$ cat config.mk
export PLATFORM = sky130hd
export DESIGN_NAME = axis_iq_deinterleaver_flat
export DESIGN_NICKNAME = d
export VERILOG_FILES = /design/src/rtl/axis_iq_deinterleaver_if.sv /design/src/rtl/axis_iq_deinterleaver.sv /design/src/flat_wrapper.sv
export SDC_FILE = /design/constraint.sdc
export NUM_CORES = 1
export LEC_CHECK = 0
export ABC_AREA = 1
export CORE_MARGIN = 4
export CORE_UTILIZATION = 47
export DETAILED_ROUTE_END_ITERATION = 12
export GPL_TIMING_DRIVEN = 0
export PLACE_DENSITY = 0.82
export SKIP_CTS_REPAIR_TIMING = 1
export SLEW_MARGIN = 20
export SYNTH_ARGS = -nofsm -noshare
export SYNTH_HDL_FRONTEND = slang
export SYNTH_SLANG_ARGS = --single-unit
$ cat constraint.sdc
create_clock -name clock -period 1.9 [get_ports clock]
set_input_delay 0.285 -clock clock [delete_from_list [all_inputs] [get_ports clock]]
set_output_delay 0.285 -clock clock [all_outputs]
set_load 0.03 [all_outputs]
$ cat src/rtl/axis_iq_deinterleaver_if.sv
// AXI-Stream bundle used for the interleaved input and for the real/imag outputs.
// master drives payload and valid; slave drives ready.
interface axis_iq_deinterleaver_if #(
    parameter int DATA_WIDTH = 128
) ();
    logic [DATA_WIDTH-1:0]   tdata;
    logic [DATA_WIDTH/8-1:0] tkeep;
    logic                    tvalid;
    logic                    tlast;
    logic                    tready;

    modport master (output tdata, tkeep, tvalid, tlast, input tready);
    modport slave  (input tdata, tkeep, tvalid, tlast, output tready);
endinterface

$ cat src/rtl/axis_iq_deinterleaver.sv
// Splits an interleaved I/Q stream into lockstep real and imag AXI-Stream channels.
// Two input beats (LO then HI half) form one output beat per channel.
module axis_iq_deinterleaver #(
    parameter int DATA_WIDTH   = 128,
    parameter int SAMPLE_WIDTH = 16,
    parameter int SAMPLES      = DATA_WIDTH / SAMPLE_WIDTH,
    parameter int PAIRS        = SAMPLES / 2,
    parameter int CNT_WIDTH    = 16
) (
    input  logic                   clock,
    input  logic                   resetn,
    axis_iq_deinterleaver_if.slave  s_axis_mm2s,
    axis_iq_deinterleaver_if.master m_axis_real,
    axis_iq_deinterleaver_if.master m_axis_imag,
    output logic                   frame_err,
    output logic [CNT_WIDTH-1:0]   frame_count
);
    localparam int BYTES_PER_SAMPLE = SAMPLE_WIDTH / 8;
    localparam int HALF_WIDTH       = PAIRS * SAMPLE_WIDTH;

    typedef enum logic {
        PH_LO = 1'b0,
        PH_HI = 1'b1
    } phase_t;

    phase_t phase_q, phase_d;

    logic [SAMPLES-1:0][SAMPLE_WIDTH-1:0] lane;
    logic [HALF_WIDTH-1:0] in_re, in_im;
    logic [HALF_WIDTH-1:0] hold_re, hold_im;
    logic [DATA_WIDTH-1:0] load_re, load_im;
    logic [DATA_WIDTH-1:0] real_data, imag_data;
    logic real_pend, imag_pend, real_last, imag_last;
    logic real_hs, imag_hs, out_free, in_fire;
    logic capture_lo, load_out, load_last, set_err;

    // A lane survives only when every byte of it is kept.
    always_comb begin
        for (int k = 0; k < SAMPLES; k++) begin
            lane[k] = (&s_axis_mm2s.tkeep[k*BYTES_PER_SAMPLE +: BYTES_PER_SAMPLE])
                    ? s_axis_mm2s.tdata[k*SAMPLE_WIDTH +: SAMPLE_WIDTH]
                    : '0;
        end
    end

    always_comb begin
        for (int p = 0; p < PAIRS; p++) begin
            in_re[p*SAMPLE_WIDTH +: SAMPLE_WIDTH] = lane[2*p];
            in_im[p*SAMPLE_WIDTH +: SAMPLE_WIDTH] = lane[2*p+1];
        end
    end

    assign real_hs  = real_pend & m_axis_real.tready;
    assign imag_hs  = imag_pend & m_axis_imag.tready;
    assign out_free = (~real_pend | m_axis_real.tready) & (~imag_pend | m_axis_imag.tready);
    assign s_axis_mm2s.tready = resetn & out_free;
    assign in_fire  = s_axis_mm2s.tvalid & s_axis_mm2s.tready;

    always_ff @(posedge clock) begin
        if (!resetn) phase_q <= PH_LO;
        else         phase_q <= phase_d;
    end

    always_comb begin
        phase_d = phase_q;
        if (in_fire) begin
            case (phase_q)
                PH_LO: if (!s_axis_mm2s.tlast) phase_d = PH_HI;
                PH_HI: phase_d = PH_LO;
            endcase
        end
    end

    // NOTE: every output of a combinational block gets a default first so no path infers a latch.
    always_comb begin
        capture_lo = 1'b0;
        load_out   = 1'b0;
        load_last  = 1'b0;
        set_err    = 1'b0;
        load_re    = {{HALF_WIDTH{1'b0}}, in_re};
        load_im    = {{HALF_WIDTH{1'b0}}, in_im};
        case (phase_q)
            PH_LO: begin
                if (in_fire) begin
                    if (s_axis_mm2s.tlast) begin
                        load_out  = 1'b1;
                        load_last = 1'b1;
                        set_err   = 1'b1;
                    end else begin
                        capture_lo = 1'b1;
                    end
                end
            end
            PH_HI: begin
                load_re   = {in_re, hold_re};
                load_im   = {in_im, hold_im};
                load_out  = in_fire;
                load_last = s_axis_mm2s.tlast;
            end
        endcase
    end

    // NOTE: sequential state uses non-blocking assignments so every register samples pre-edge values.
    always_ff @(posedge clock) begin
        if (!resetn) begin
            // NOTE: the LO holding registers are cleared too, so no pre-reset half can leak into a later beat.
            hold_re     <= '0;
            hold_im     <= '0;
            real_data   <= '0;
            imag_data   <= '0;
            real_last   <= 1'b0;
            imag_last   <= 1'b0;
            real_pend   <= 1'b0;
            imag_pend   <= 1'b0;
            frame_err   <= 1'b0;
            frame_count <= '0;
        end else begin
            if (capture_lo) begin
                hold_re <= in_re;
                hold_im <= in_im;
            end
            // A load only happens when both channels are free, so it may overwrite the flags.
            if (load_out) begin
                real_data <= load_re;
                imag_data <= load_im;
                real_last <= load_last;
                imag_last <= load_last;
                real_pend <= 1'b1;
                imag_pend <= 1'b1;
            end else begin
                if (real_hs) real_pend <= 1'b0;
                if (imag_hs) imag_pend <= 1'b0;
            end
            if (set_err) frame_err <= 1'b1;
            if (load_out && load_last) frame_count <= frame_count + CNT_WIDTH'(1);
        end
    end

    assign m_axis_real.tdata  = real_data;
    assign m_axis_real.tkeep  = '1;
    assign m_axis_real.tvalid = real_pend;
    assign m_axis_real.tlast  = real_last;
    assign m_axis_imag.tdata  = imag_data;
    assign m_axis_imag.tkeep  = '1;
    assign m_axis_imag.tvalid = imag_pend;
    assign m_axis_imag.tlast  = imag_last;
endmodule

$ cat src/flat_wrapper.sv
// flat-port wrapper written by rule: the top's interface ports become plain ports
module axis_iq_deinterleaver_flat 
#(
    parameter int DATA_WIDTH   = 128,
    parameter int SAMPLE_WIDTH = 16,
    parameter int SAMPLES      = DATA_WIDTH / SAMPLE_WIDTH,
    parameter int PAIRS        = SAMPLES / 2,
    parameter int CNT_WIDTH    = 16
)
  (clock, resetn, frame_err, frame_count, s_axis_mm2s_tdata, s_axis_mm2s_tkeep, s_axis_mm2s_tvalid, s_axis_mm2s_tlast, s_axis_mm2s_tready, m_axis_real_tdata, m_axis_real_tkeep, m_axis_real_tvalid, m_axis_real_tlast, m_axis_real_tready, m_axis_imag_tdata, m_axis_imag_tkeep, m_axis_imag_tvalid, m_axis_imag_tlast, m_axis_imag_tready);
  axis_iq_deinterleaver_if #(.DATA_WIDTH(DATA_WIDTH)) s_axis_mm2s_i ();
  axis_iq_deinterleaver_if #(.DATA_WIDTH(DATA_WIDTH)) m_axis_real_i ();
  axis_iq_deinterleaver_if #(.DATA_WIDTH(DATA_WIDTH)) m_axis_imag_i ();
  input  logic clock;
  input  logic resetn;
  output logic frame_err;
  output logic [CNT_WIDTH-1:0] frame_count;
  input wire logic [$bits(s_axis_mm2s_i.tdata)-1:0] s_axis_mm2s_tdata;
  input wire logic [$bits(s_axis_mm2s_i.tkeep)-1:0] s_axis_mm2s_tkeep;
  input wire logic [$bits(s_axis_mm2s_i.tvalid)-1:0] s_axis_mm2s_tvalid;
  input wire logic [$bits(s_axis_mm2s_i.tlast)-1:0] s_axis_mm2s_tlast;
  output wire logic [$bits(s_axis_mm2s_i.tready)-1:0] s_axis_mm2s_tready;
  output wire logic [$bits(m_axis_real_i.tdata)-1:0] m_axis_real_tdata;
  output wire logic [$bits(m_axis_real_i.tkeep)-1:0] m_axis_real_tkeep;
  output wire logic [$bits(m_axis_real_i.tvalid)-1:0] m_axis_real_tvalid;
  output wire logic [$bits(m_axis_real_i.tlast)-1:0] m_axis_real_tlast;
  input wire logic [$bits(m_axis_real_i.tready)-1:0] m_axis_real_tready;
  output wire logic [$bits(m_axis_imag_i.tdata)-1:0] m_axis_imag_tdata;
  output wire logic [$bits(m_axis_imag_i.tkeep)-1:0] m_axis_imag_tkeep;
  output wire logic [$bits(m_axis_imag_i.tvalid)-1:0] m_axis_imag_tvalid;
  output wire logic [$bits(m_axis_imag_i.tlast)-1:0] m_axis_imag_tlast;
  input wire logic [$bits(m_axis_imag_i.tready)-1:0] m_axis_imag_tready;
  assign s_axis_mm2s_i.tdata = s_axis_mm2s_tdata;
  assign s_axis_mm2s_i.tkeep = s_axis_mm2s_tkeep;
  assign s_axis_mm2s_i.tvalid = s_axis_mm2s_tvalid;
  assign s_axis_mm2s_i.tlast = s_axis_mm2s_tlast;
  assign s_axis_mm2s_tready = s_axis_mm2s_i.tready;
  assign m_axis_real_tdata = m_axis_real_i.tdata;
  assign m_axis_real_tkeep = m_axis_real_i.tkeep;
  assign m_axis_real_tvalid = m_axis_real_i.tvalid;
  assign m_axis_real_tlast = m_axis_real_i.tlast;
  assign m_axis_real_i.tready = m_axis_real_tready;
  assign m_axis_imag_tdata = m_axis_imag_i.tdata;
  assign m_axis_imag_tkeep = m_axis_imag_i.tkeep;
  assign m_axis_imag_tvalid = m_axis_imag_i.tvalid;
  assign m_axis_imag_tlast = m_axis_imag_i.tlast;
  assign m_axis_imag_i.tready = m_axis_imag_tready;
  axis_iq_deinterleaver #(.DATA_WIDTH(DATA_WIDTH), .SAMPLE_WIDTH(SAMPLE_WIDTH), .SAMPLES(SAMPLES), .PAIRS(PAIRS), .CNT_WIDTH(CNT_WIDTH)) u_core (.clock(clock), .resetn(resetn), .s_axis_mm2s(s_axis_mm2s_i), .m_axis_real(m_axis_real_i), .m_axis_imag(m_axis_imag_i), .frame_err(frame_err), .frame_count(frame_count));
endmodule
* After elaboration in Yosys (flattened, before gate mapping) *
Cells that the tools add are included.

operators by class
  shifts and indexed selects = 0
  divide/modulo/power cells = 0
  magnitude comparators = 0
  equal/unequal tests = 0
  reductions and logical operators = 11
  bitwise operators = 10
  add/subtract/negate cells = 1
  mux-type cells = 23
  multiply operators = 0

operators with widths
  kind                                                              number
  128-bit 2-to-1 mux                                                2
  16-bit 2-to-1 mux                                                 8
  16-bit by 1-bit adder with 16-bit output (second input constant)  1
  2-bit AND reduction                                               8
  1-bit 2-to-1 mux                                                  10
  1-bit case mux with 2 select lines                                3
  1-bit bitwise AND                                                 5
  2-bit nonzero test                                                2
  1-bit NOT                                                         3
  1-bit OR                                                          2
  1-bit logical AND                                                 1

storage, ports and cells
  logic and storage cells = 55
  flip-flop bits (word level) = 405
  output and inout bits = 310
  memories = 0
  bits in read-only memories = 0
  bits of input ports = 150
  RAM bits = 0
  bits in latches = 0

* Logic depth before layout (Yosys ltp) *
  depth after elaboration = 8
  gate-level depth with buffers = 9
  mapped depth without buffers = 9

* Worst setup path after synthesis *
Ideal clock, no wire load.

  path kind = reg2reg
  start = reg u_core.frame_count[0]
  end = reg u_core.frame_count[10]
  buffers on the path = 0
  cell stages (with the launch flop) = 9
  data required time = 1.772 ns
  period minus slack after synthesis = 1.620 ns
  slack = 0.280 ns
  setup time = 0.128 ns
  data arrival time = 1.492 ns
  cell sequence = dfxtp_1 > ha_1 > nand2_1 > nor2_1 > nand2_1 > nor2_1 > nand3_1 > nand2_1 > nor2_1

between the ends
  longest elaborated chain between the ends = 1

RTL lines
  item                                      RTL line                      text
  from (decl)                               axis_iq_deinterleaver.sv:16   output logic [CNT_WIDTH-1:0] frame_count
  from (signal assigned)                    axis_iq_deinterleaver.sv:135  if (load_out && load_last) frame_count <= frame_count + CNT_WIDTH'(1);
  16-bit by 1-bit adder with 16-bit output  axis_iq_deinterleaver.sv:135

Every way passes these cells.
A chain may end at the register's enable or synchronous reset.

* Worst setup path in the final report *
  start = in resetn
  end = reg u_core.imag_data[93] (netlist: u_core.m_axis_imag.tdata[93])

between the ends
  longest elaborated chain between the ends = 4

RTL lines
  item                                RTL line                      text
  from (decl)                         flat_wrapper.sv:15            input logic resetn;
  1-bit bitwise AND                   axis_iq_deinterleaver.sv:56   assign s_axis_mm2s.tready = resetn & out_free;
  1-bit bitwise AND                   axis_iq_deinterleaver.sv:57   assign in_fire = s_axis_mm2s.tvalid & s_axis_mm2s.tready;
  1-bit 2-to-1 mux                    axis_iq_deinterleaver.sv:84   if (in_fire) begin
  1-bit case mux with 2 select lines  axis_iq_deinterleaver.sv:82   case (phase_q)
  to (signal assigned)                axis_iq_deinterleaver.sv:125  imag_data <= load_im;
  to (decl)                           axis_iq_deinterleaver.sv:32   logic [DATA_WIDTH-1:0] real_data, imag_data;

Parallel ways exist; a longest one is shown, timed or not.

==> out/results.ini <==
[status]
status=finished with violations
violations=setup timing

[synth]
ys_seq_area_share_pct=51.9
synth_xor_xnor_area_share_pct=0.224
yosys_warnings=0
synthMuxAreaShare_pct=0
synth_area_leaders=dfxtp_1, o21ai_0, nand2_1, nor2_1, nand3_1
synth_edf_count=0
synth_ff_type=dfxtp_1
synthSimpleGateAreaFrac_pct=20.3
synth.avg_cell_area_um2=7.56
synth_top_cell_by_area=dfxtp_1
syn_area_um2=15600
async_flop_share_pct=0
synthAdderAreaFrac_pct=0.0800
ys_ff_latch=405
synth_top_family_by_area=compound AO/OA/AOI/OAI gates
ys_types=23
synth_top_cell_area_share_pct=51.9
synthTopCellsByCount=o21ai_0, dfxtp_1, nand2_1
synth.most_common_cell=o21ai_0
synth_compound_area_share_pct=20.6
syn_inst=2069

[setup_path]
timing.rr.end=u_core.m_axis_imag.tdata[74]
endpoint_kind=register
required_ns=2.33
worst-setup-path-type=in2reg
critPathLaunchType=input port
worstSetupEndpoint=u_core.m_axis_imag.tdata[93]
cp_data_arrival_time_ns=2.36
r2r_setup_slack_ns=0.03
crit_fanout=10
startpoint=resetn
reg2reg_depth=7
r2r_start=u_core.m_axis_imag.tvalid

[timing]
tightest_slew_ns=0.708
setup_viol_count_final=2
finalMaxSlewViolations=0
min_period_ns=1.93
period_share_pct=101
finalHoldViolCount=0
fin_ws_ns=-0.0265
rsz0062_at_grt=true
hold_slack_ns=0.342
relSlewSlack_pct=52.8
fmax_mhz=519
skew_ns=0.0218

[die]
die-area_um2=36200
initial_utilization_pct=47.8
core_um2=32700
rows=66
ios=460
die_w_um=190
die-height_um=190

[grt]
grt_overflow=0
grt_usage_pct=29.9
grt_max_degree=16
grt_pass1_wl_um=87400
antenna_found_initial=4
grt_pass1_vias=16300

[clocking]
cts_made_buffers=41
h-tree-depth=2
path_clk_slew_ns=0.07
cts_tree=yes
cts_sinks=405
root_buffer=clkbuf_16
cts_max_path_buffers=3
clkLatencyLatePin_ns=0.54

[placed_design]
port_buffers=427
gp_congestion=0.903
postPlaceCellArea_um2=20600
dpl.hpwl_um=42400

[power]
switching_share_pct=25.8
clkPwrFrac_pct=42.6
report.power.total_mw=20.2
pwr-share-comb_pct=12.9
intPower_mw=15.0
p_leak_nw=10.2
powerDensity_nw_per_um2=901
irDropWorstVdd_mv=0.585
p_seq_share_pct=44.6
switching_power_mw=5.21

[min_path]
hold_path.class=in2reg

[finish]
design_area_um2=22400
drive_above_1_share_pct=8.14
final_nets=2726
area_growth_pct=43.4

[job]
drv_cap=0

[routing]
route.detailed.drc=0
drt_iter0_markers=1261
vias=16400
antenna_left=0
dr.pass1.iters=6
wl_per_cell_um=18.8
wirelength_um=57300
routed_via_density=5.39

## critical path, stage by stage
cell and delay [ns]:
clkdlybuf4s50_1 0.66, buf_2 0.37, clkbuf_4 0.37, buf_1 0.38, nand3_1 0.15, o21ai_0 0.12
## area by class of cell
cell class	instances	area, um2
sequential	405	8110
timing repair buffer	434	4540
fill	2646	10300
tap	442	553
clock buffer	58	1220
antenna	2	5.00
buffer	197	1050
clock inverter	16	228
inverter	31	116
multi-input combinational	1465	6600
## layer usage
metal  GRT usage, %  share of wire (%)  vias up
met4           12.0                4.3        6
met2           51.3                 48      758
li1               -                  -     7855
met5              0              0.065        -
met3           8.18                9.8      159
met1           35.5                 38     7651
## state kept, by name (all words and copies together), names as in the netlist
name	count
u_core.frame_count	16
u_core.phase_q	1
u_core.m_axis_imag.tvalid	1
u_core.m_axis_real.tvalid	1
u_core.hold_re	64
u_core.frame_err	1
u_core.hold_im	64
u_core.m_axis_imag.tlast	1
u_core.m_axis_real.tdata	128
u_core.m_axis_imag.tdata	128
## placed cells by master, fill, tap and decap left out, drive strengths merged, types with 9 or more instances in the layout
master           n
a21oi          141
buf            103
clkbuf         159
clkdlybuf4s50  343
clkinv          12
conb            32
dfxtp          405
dlymetal6s2s    84
inv             27
nand2          335
nand3          152
nand4            9
nor2           286
o21ai          504
## logic make-up (layout without fill, tap and decap cells)
logic type,count (synthesis),count (layout)
flops,405,405
fa+ha+maj,1,1
other cells,1,34
compound gates,645,645
xor+xnor,4,4
buf+inv,230,736
simple gates,783,783
## power groups by stage
stage                     sequential, mW  combinational [mW]  clock (mW)
final                               9.00                2.60        8.60
after CTS                           8.99                2.55        8.64
after global placement              9.16                2.49           0
after global routing                9.03                2.79        8.99
after detailed placement            9.17                2.53           0
after floorplan                     9.52               0.999           0
## worst min-delay path by stage
stage | depth (start not counted) | slack (ns) | from | endpoint
detailed placement | 2 | 0.46 | u_core.hold_re[60] | u_core.hold_re[60]
floorplan | 2 | 0.44 | u_core.hold_re[20] | u_core.hold_re[20]
CTS | 3 | 0.34 | s_axis_mm2s_tdata[71] | u_core.hold_re[39]
finish | 3 | 0.34 | s_axis_mm2s_tdata[71] | u_core.hold_re[39]
global route | 3 | 0.36 | s_axis_mm2s_tdata[46] | u_core.m_axis_real.tdata[94]
global placement | 2 | 0.44 | u_core.frame_err | u_core.frame_err
## metrics by stage
stage / util (%) / cells / worst slack (ns) / setup TNS (ns)
final: 68.6 / 3050 / -0.0265 / -0.0350
after CTS: 67.4 / 3043 / -0.467 / -78.06
after global routing: 68.5 / 3048 / -0.151 / -2.58
after detailed placement: 62.9 / 2969 / -0.928 / -259.06
after floorplan: - / 2100 / 0.280 / 0
after global placement: 62.9 / 2969 / -0.826 / -251.38
Note: power is estimated with default switching activity, not from simulation.
